[config.mk]
export PLATFORM = sky130hd
export DESIGN_NAME = hyper_txn_sched
export DESIGN_NICKNAME = d
export VERILOG_FILES = /design/src/rtl/hyper_sched_pkg.sv /design/src/rtl/hyper_txn_sched_chunk_calc.sv /design/src/rtl/hyper_txn_sched.sv
export SDC_FILE = /design/constraint.sdc
export NUM_CORES = 1
export LEC_CHECK = 0
export BUFFER_PORTS_ARGS = -buffer_cell sky130_fd_sc_hd__buf_2
export CAP_MARGIN = 25
export CORE_AREA = 2 2 127 129
export CTS_CLUSTER_DIAMETER = 200
export DETAILED_ROUTE_END_ITERATION = 16
export DIE_AREA = 0 0 129 131
export PLACE_DENSITY = 0.72
export SETUP_SLACK_MARGIN = 0.05
export SYNTH_ARGS = -nofsm -noshare
export SYNTH_HDL_FRONTEND = slang
export SYNTH_SLANG_ARGS = --single-unit
[constraint.sdc]
create_clock -name clk_i -period 10.09 [get_ports clk_i]
set_clock_uncertainty 0.15 [all_clocks]
set_input_delay 2.018 -clock clk_i [delete_from_list [all_inputs] [get_ports clk_i]]
set_output_delay 2.018 -clock clk_i [all_outputs]
set_load 0.02 [all_outputs]
[src/rtl/hyper_sched_pkg.sv]
// hyper_sched_pkg: shared types and defaults for the HyperBus transaction scheduler
// (defaults mirror ariane_soc: 2 PHYs, 2 chips/PHY, 64 MiB chips, window at 0x8000_0000)
package hyper_sched_pkg;
  localparam int DefNumReq = 2;
  localparam int DefNumPhys = 2;
  localparam int DefNumChips = 2;
  localparam int DefAddrWidth = 32;
  localparam int DefLenWidth = 8;
  localparam int DefMaxBeats = 64;
  localparam logic [63:0] DefChipSize = 64'h400_0000;
  localparam logic [31:0] DefBaseAddr = 32'h8000_0000;
  typedef enum logic [1:0] {IDLE, ISSUE, WAIT, DONE} state_t;
  typedef struct packed {
    logic [$clog2(DefNumPhys)-1:0] phy;
    logic [$clog2(DefNumChips)-1:0] cs;
    logic [$clog2(DefChipSize)-1:0] addr;
    logic [DefLenWidth-1:0] len;
    logic write;
    logic [$clog2(DefNumReq)-1:0] id;
  } chunk_t;
endpackage

[src/rtl/hyper_txn_sched_chunk_calc.sv]
// hyper_chunk_calc: decodes a window offset to PHY/chip/local address and sizes the next chunk
module hyper_chunk_calc #(
  parameter int AddrWidth = 32,
  parameter int LenWidth = 8,
  parameter logic [63:0] ChipSize = 64'h400_0000,
  parameter int NumChips = 2,
  parameter int NumPhys = 2,
  parameter int MaxBeats = 64,
  localparam int ChipW = $clog2(ChipSize),
  localparam int CsW = $clog2(NumChips),
  localparam int PhyW = $clog2(NumPhys),
  localparam int OffW = AddrWidth + 1
) (
  input  logic [OffW-1:0]     off,
  input  logic [LenWidth:0]   rem,
  output logic [PhyW-1:0]     phy,
  output logic [CsW-1:0]      cs,
  output logic [ChipW-1:0]    addr,
  output logic [LenWidth:0]   beats,
  output logic                err
);
  localparam int BoundW = ChipW - 2;
  localparam int MinW = BoundW > LenWidth + 1 ? BoundW : LenWidth + 1;
  logic [BoundW-1:0] to_bound;
  logic [MinW-1:0] lim, best;
  // beats left before the chip boundary; never zero, so every chunk makes progress
  assign to_bound = BoundW'(ChipSize >> 3) - {1'b0, off[ChipW-1:3]};
  assign lim = MinW'(rem) < MinW'(MaxBeats) ? MinW'(rem) : MinW'(MaxBeats);
  assign best = lim < MinW'(to_bound) ? lim : MinW'(to_bound);
  assign beats = (LenWidth+1)'(best);
  assign addr = off[ChipW-1:0];
  assign cs = off[ChipW +: CsW];
  assign phy = off[ChipW+CsW +: PhyW];
  assign err = |off[OffW-1:ChipW+CsW+PhyW];
endmodule

[src/rtl/hyper_txn_sched.sv]
// hyper_txn_sched: round-robin burst scheduler that splits requests into chip-bounded chunks
// and issues them one at a time to the owning HyperBus PHY.
module hyper_txn_sched
  import hyper_sched_pkg::*;
#(
  parameter int NumReq = DefNumReq,
  parameter int NumPhys = DefNumPhys,
  parameter int NumChips = DefNumChips,
  parameter logic [63:0] ChipSize = DefChipSize,
  parameter logic [31:0] BaseAddr = DefBaseAddr,
  parameter int AddrWidth = DefAddrWidth,
  parameter int LenWidth = DefLenWidth,
  parameter int MaxBeats = DefMaxBeats,
  localparam int ChipW = $clog2(ChipSize),
  localparam int CsW = $clog2(NumChips),
  localparam int PhyW = $clog2(NumPhys),
  localparam int IdW = $clog2(NumReq),
  localparam int OffW = AddrWidth + 1
) (
  input  logic                          clk_i,
  input  logic                          rst_i,
  input  logic [NumReq-1:0]             req_valid_i,
  output logic [NumReq-1:0]             req_ready_o,
  input  logic [NumReq*AddrWidth-1:0]   req_addr_i,
  input  logic [NumReq*LenWidth-1:0]    req_len_i,
  input  logic [NumReq-1:0]             req_write_i,
  output logic [NumPhys-1:0]            phy_valid_o,
  input  logic [NumPhys-1:0]            phy_ready_i,
  output logic [ChipW-1:0]              phy_addr_o,
  output logic [CsW-1:0]                phy_cs_o,
  output logic [LenWidth-1:0]           phy_len_o,
  output logic                          phy_write_o,
  input  logic [NumPhys-1:0]            phy_done_i,
  output logic [NumReq-1:0]             done_o,
  output logic [NumReq-1:0]             err_o
);
  state_t state;
  chunk_t chunk;
  logic [IdW-1:0] ptr, win, idx;
  logic any;
  logic [OffW-1:0] off, new_off, c_off;
  logic [LenWidth:0] rem, new_rem, c_rem, c_beats, cur_beats;
  logic [AddrWidth-1:0] new_addr;
  logic [PhyW-1:0] c_phy;
  logic [CsW-1:0] c_cs;
  logic [ChipW-1:0] c_addr;
  logic c_err;
  // first valid requester at or after the pointer, wrapping around
  always_comb begin
    win = '0;
    idx = '0;
    any = 1'b0;
    for (int i = NumReq - 1; i >= 0; i--) begin
      idx = IdW'((int'(ptr) + i) % NumReq);
      if (req_valid_i[idx]) begin
        win = idx;
        any = 1'b1;
      end
    end
  end
  assign req_ready_o = (!rst_i && state == IDLE && any) ? NumReq'(1) << win : '0;
  assign new_addr = req_addr_i[win*AddrWidth +: AddrWidth];
  assign new_off = {1'b0, new_addr & ~AddrWidth'(7)} - {1'b0, BaseAddr};
  assign new_rem = {1'b0, req_len_i[win*LenWidth +: LenWidth]} + (LenWidth+1)'(1);
  assign c_off = state == IDLE ? new_off : off;
  assign c_rem = state == IDLE ? new_rem : rem;
  assign cur_beats = {1'b0, chunk.len} + (LenWidth+1)'(1);
  hyper_chunk_calc #(
    .AddrWidth(AddrWidth), .LenWidth(LenWidth), .ChipSize(ChipSize),
    .NumChips(NumChips), .NumPhys(NumPhys), .MaxBeats(MaxBeats)
  ) u_calc (
    .off(c_off), .rem(c_rem), .phy(c_phy), .cs(c_cs), .addr(c_addr), .beats(c_beats), .err(c_err)
  );
  assign phy_addr_o = chunk.addr;
  assign phy_cs_o = chunk.cs;
  assign phy_len_o = chunk.len;
  assign phy_write_o = chunk.write;
  always_ff @(posedge clk_i or posedge rst_i) begin
    if (rst_i) begin
      state <= IDLE;
      ptr <= '0;
      off <= '0;
      rem <= '0;
      chunk <= '0;
      phy_valid_o <= '0;
      done_o <= '0;
      err_o <= '0;
    end else begin
      case (state)
        IDLE: if (any) begin
          chunk <= '{phy: c_phy, cs: c_cs, addr: c_addr, len: LenWidth'(c_beats - (LenWidth+1)'(1)),
                     write: req_write_i[win], id: win};
          off <= new_off;
          rem <= new_rem;
          ptr <= win == IdW'(NumReq - 1) ? '0 : win + IdW'(1);
          if (c_err) begin
            state <= DONE;
            done_o[win] <= 1'b1;
            err_o[win] <= 1'b1;
          end else begin
            state <= ISSUE;
            phy_valid_o[c_phy] <= 1'b1;
          end
        end
        ISSUE: if (phy_ready_i[chunk.phy]) begin
          state <= WAIT;
          phy_valid_o <= '0;
          off <= off + OffW'({cur_beats, 3'b000});
          rem <= rem - cur_beats;
        end
        WAIT: if (phy_done_i[chunk.phy]) begin
          if (rem == '0 || c_err) begin
            state <= DONE;
            done_o[chunk.id] <= 1'b1;
            err_o[chunk.id] <= rem != '0;
          end else begin
            state <= ISSUE;
            chunk.phy <= c_phy;
            chunk.cs <= c_cs;
            chunk.addr <= c_addr;
            chunk.len <= LenWidth'(c_beats - (LenWidth+1)'(1));
            phy_valid_o[c_phy] <= 1'b1;
          end
        end
        DONE: begin
          state <= IDLE;
          done_o <= '0;
          err_o <= '0;
        end
      endcase
    end
  end
endmodule

==> qor.csv <==
stage;metric;value;unit
routing;via_count;7466;
critical_path;arrival;8490;ps
cts;holdBufCountCts;0;
floorplan;initial_utilization;0.490;
logic_synthesis;synth-edff-count;0;
min_path;hp-class;reg -> reg;
timing;fin_crit;8400;ps
grt;grt_pass1_wl;35600;um
routing;drc_errors;0;
final_layout;area.growth.synth_to_final;11.1;%
grt;antenna_found_initial;0;
floorplan;die_w;129;um
critical_path;cp_slowest_cell;o311ai_0;
grt;overflow;0;
power;ir_drop;0.000239;V
floorplan;io_pins;134;
final_layout;final_nets;1154;
logic_synthesis;seq_area_frac_synth;0.275;
cts;cts_tree;built;
final_layout;final_util;0.544;
timing;fmax;119;MHz
routing;ant_nets;0;
timing;finalHoldViolations;0;
logic_synthesis;netlist_area;7640;um^2
grt;grt.busiest_layer;met2;
grt;globalRouteMet3Util;0.0375;
floorplan;core_area;15600;um^2
routing;via_per_inst;5.97;
power;p_per_area;389;nW/um^2
critical_path;worstPathCellList;buf_2, nand2_2, mux2i_1, a21oi_1, inv_1, ha_1, nand4b_1, or2_1, o311ai_0, ha_1, nand4_1, o21bai_1, a211o_1, a31oi_1, a211o_1, a2111o_1, or4_4, nor4_4, mux4_1, a22o_1;
floorplan;die_height;131;um
routing;finalWirelength;22000;um
timing;setup_viol;0;
timing;rsz0062_at_grt;no;
cts;cts_resized;0;
critical_path;end_kind;flip-flop;
logic_synthesis;avgSynthCellArea;7.90;um^2
job;drv_cap;0;
cts;path_clk_slew;70;ps
floorplan;die_area;16900;um^2
power;internal_power;0.00163;W
cts;htreeDepth;3;
cts;cts-buffers-inserted;9;
critical_path;startpoint_type;input port;
logic_synthesis;synth.distinct_cells;81;
critical_path;cp_max_fo;29;
logic_synthesis;synthCells;967;
logic_synthesis;async_flop_share;1.00;
cts;cts-root-buf;clkbuf_16;
grt;grt_usage;0.268;
placement;hpwl;16300;um
timing;tns;0;ps
power;p_sw_frac;0.508;
final_layout;diodes;0;
timing;slew-limit-headroom;0.316;
status;status;completed;
power;power_leakage;3.83;nW
power;comb_power_share;0.679;
power;clkPwrFrac;0.111;
logic_synthesis;yosysWarnings;0;
placement;routabilityCongestion;0.898;
cts;clock_latency;350;ps
final_layout;drive_gt1_frac;0.178;
power;seq_power_share;0.210;
critical_path;crit_path_max_incr_delay;850;ps
critical_path;cp.required;10180;ps
routing;wl_per_cell;17.6;um
floorplan;rows;46;
critical_path;critPathKind;in -> reg;
logic_synthesis;synth_seq_cells;84;
routing;drt_iter0_drc;788;
critical_path;rrSetupSlack;3200;ps
power;p_switching;0.00168;W
grt;grt_max_degree;82;
cts;cts_sinks;84;
timing;worstMarginPinSlew;1020;ps
timing;fin_crit_sh;0.833;
grt;met1_usage;0.374;
routing;dr.pass1.iters;5;
placement;portBuffers;127;
grt;use_met2;0.425;
logic_synthesis;ys.flop_type;dfrtp_1;
grt;grt_pass1_vias;7011;
cts;postCtsSetupBuffers;0;
cts;clock_path_buffers;2;
timing;drv_slew;0;
==> power by group through the flow <==
stage               sequential [W]  clock (W)  combinational [W]
floorplan                 0.000659          0            0.00178
global placement          0.000691          0            0.00214
finish                    0.000696   0.000366            0.00224
CTS                       0.000691   0.000370            0.00221
global route              0.000720   0.000383            0.00250
detailed placement        0.000696          0            0.00220
==> worst paths after layout <==
check                                     from        endpoint  cells after the start
max in group asynchronous                rst_i  phy_addr_o[14]                      3
worst min register to register  phy_addr_o[18]  phy_addr_o[18]                      2
worst min-delay path            phy_addr_o[18]  phy_addr_o[18]                      2
worst max register to register             ptr    phy_len_o[6]                     20
worst max-delay path            req_valid_i[1]    phy_len_o[6]                     20
min in group asynchronous                rst_i     phy_write_o                      2
==> worst max-delay path: cells and delay by family <==
| family | cells | cell delay [ps] |
|---|---|---|
| adder cells (fa/ha/maj) | 2 | 430 |
| multiplexers | 2 | 980 |
| AND/OR/NAND/NOR | 6 | 2090 |
| AO/OA/AOI/OAI | 8 | 2320 |
| buffers and inverters | 2 | 640 |
==> area by class of cell <==
cell class / instances / area [um^2]
Multi-Input combinational cell: 758 / 4930
Sequential cell: 84 / 2100
Timing Repair Buffer: 137 / 721
Tap cell: 216 / 270
Fill cell: 1493 / 7110
Inverter: 39 / 148
Clock inverter: 4 / 72.6
Clock buffer: 12 / 246
==> registers in the layout, summed over array words and instances, names as in the netlist <==
signal	cells
phy_cs_o	1
state	2
ptr	1
chunk	2
rem	9
err_o	2
phy_write_o	1
phy_addr_o	24
done_o	2
off	30
phy_len_o	8
phy_valid_o	2
==> metal layers <==
metal / routed length, um / up-vias / part of all wire
li1: - / 3600 / -
met1: 9990 / 3504 / 0.45
met2: 9970 / 325 / 0.45
met3: 1510 / 37 / 0.068
met4: 520 / 0 / 0.024
met5: 0 / - / 0
==> placed cells by master (no fill, tap or decap), drive strengths merged, types with 8 or more instances in the layout <==
master  instances
mux2           16
mux2i          41
o221ai          9
nor4           10
o21ai          71
inv            37
nand4          17
a211o           8
ha             33
xor2           20
xnor2          26
and3           14
a21oi          58
nor2           95
nor3           19
dfrtp          84
o21a            8
a31oi          23
buf           137
nand3          35
o21bai         14
nand2         108
and2           13
clkbuf         12
a21o            8
==> synthesized netlist by cell type (all sizes together) (6+ instances only) <==
cell	count	area, um^2
a21oi	58	290
nand2b	6	45.0
and4	6	52.6
o21a	8	60.1
xor2	20	175
a211oi	7	52.6
and2	13	81.3
nor3	19	95.1
buf	54	347
a211o	8	70.1
nand3	35	175
a31oi	23	144
nand2	108	408
o21bai	14	105
nor2b	7	43.8
nand4	17	106
a221oi	6	52.6
ha	33	413
clkbuf	33	124
o21ai	71	355
dfrtp	84	2100
mux2i	41	410
xnor2	26	228
nor2	95	364
or3	6	37.5
mux2	16	180
o221ai	9	78.8
nor4	10	77.6
inv	38	143
a21o	8	60.1
and3	14	87.6
==> cell families after synthesis <==
group	share of synthesized area
muxes	0.0807
and+or+nand+nor	0.225
xor gates and xnor gates	0.0527
DFF	0.275
other	0.000491
adders and majority gates	0.0593
AOI/OAI and AO/OA	0.226
buffers and inverters	0.0807
==> stage by stage <==
stage	setup WS (ps)	instances	instance area, um^2	total power [W]	hold slack, ps
final	1690	1250	8490	0.00331	325
after global routing	1290	1250	8490	0.00360	354
after CTS	1760	1249	8470	0.00327	331
after detailed placement	1390	1233	8150	0.00289	316
after global placement	1450	1232	8150	0.00284	306
after floorplan	2180	968	7650	0.00244	301
Power figures use the tool's default switching activity.
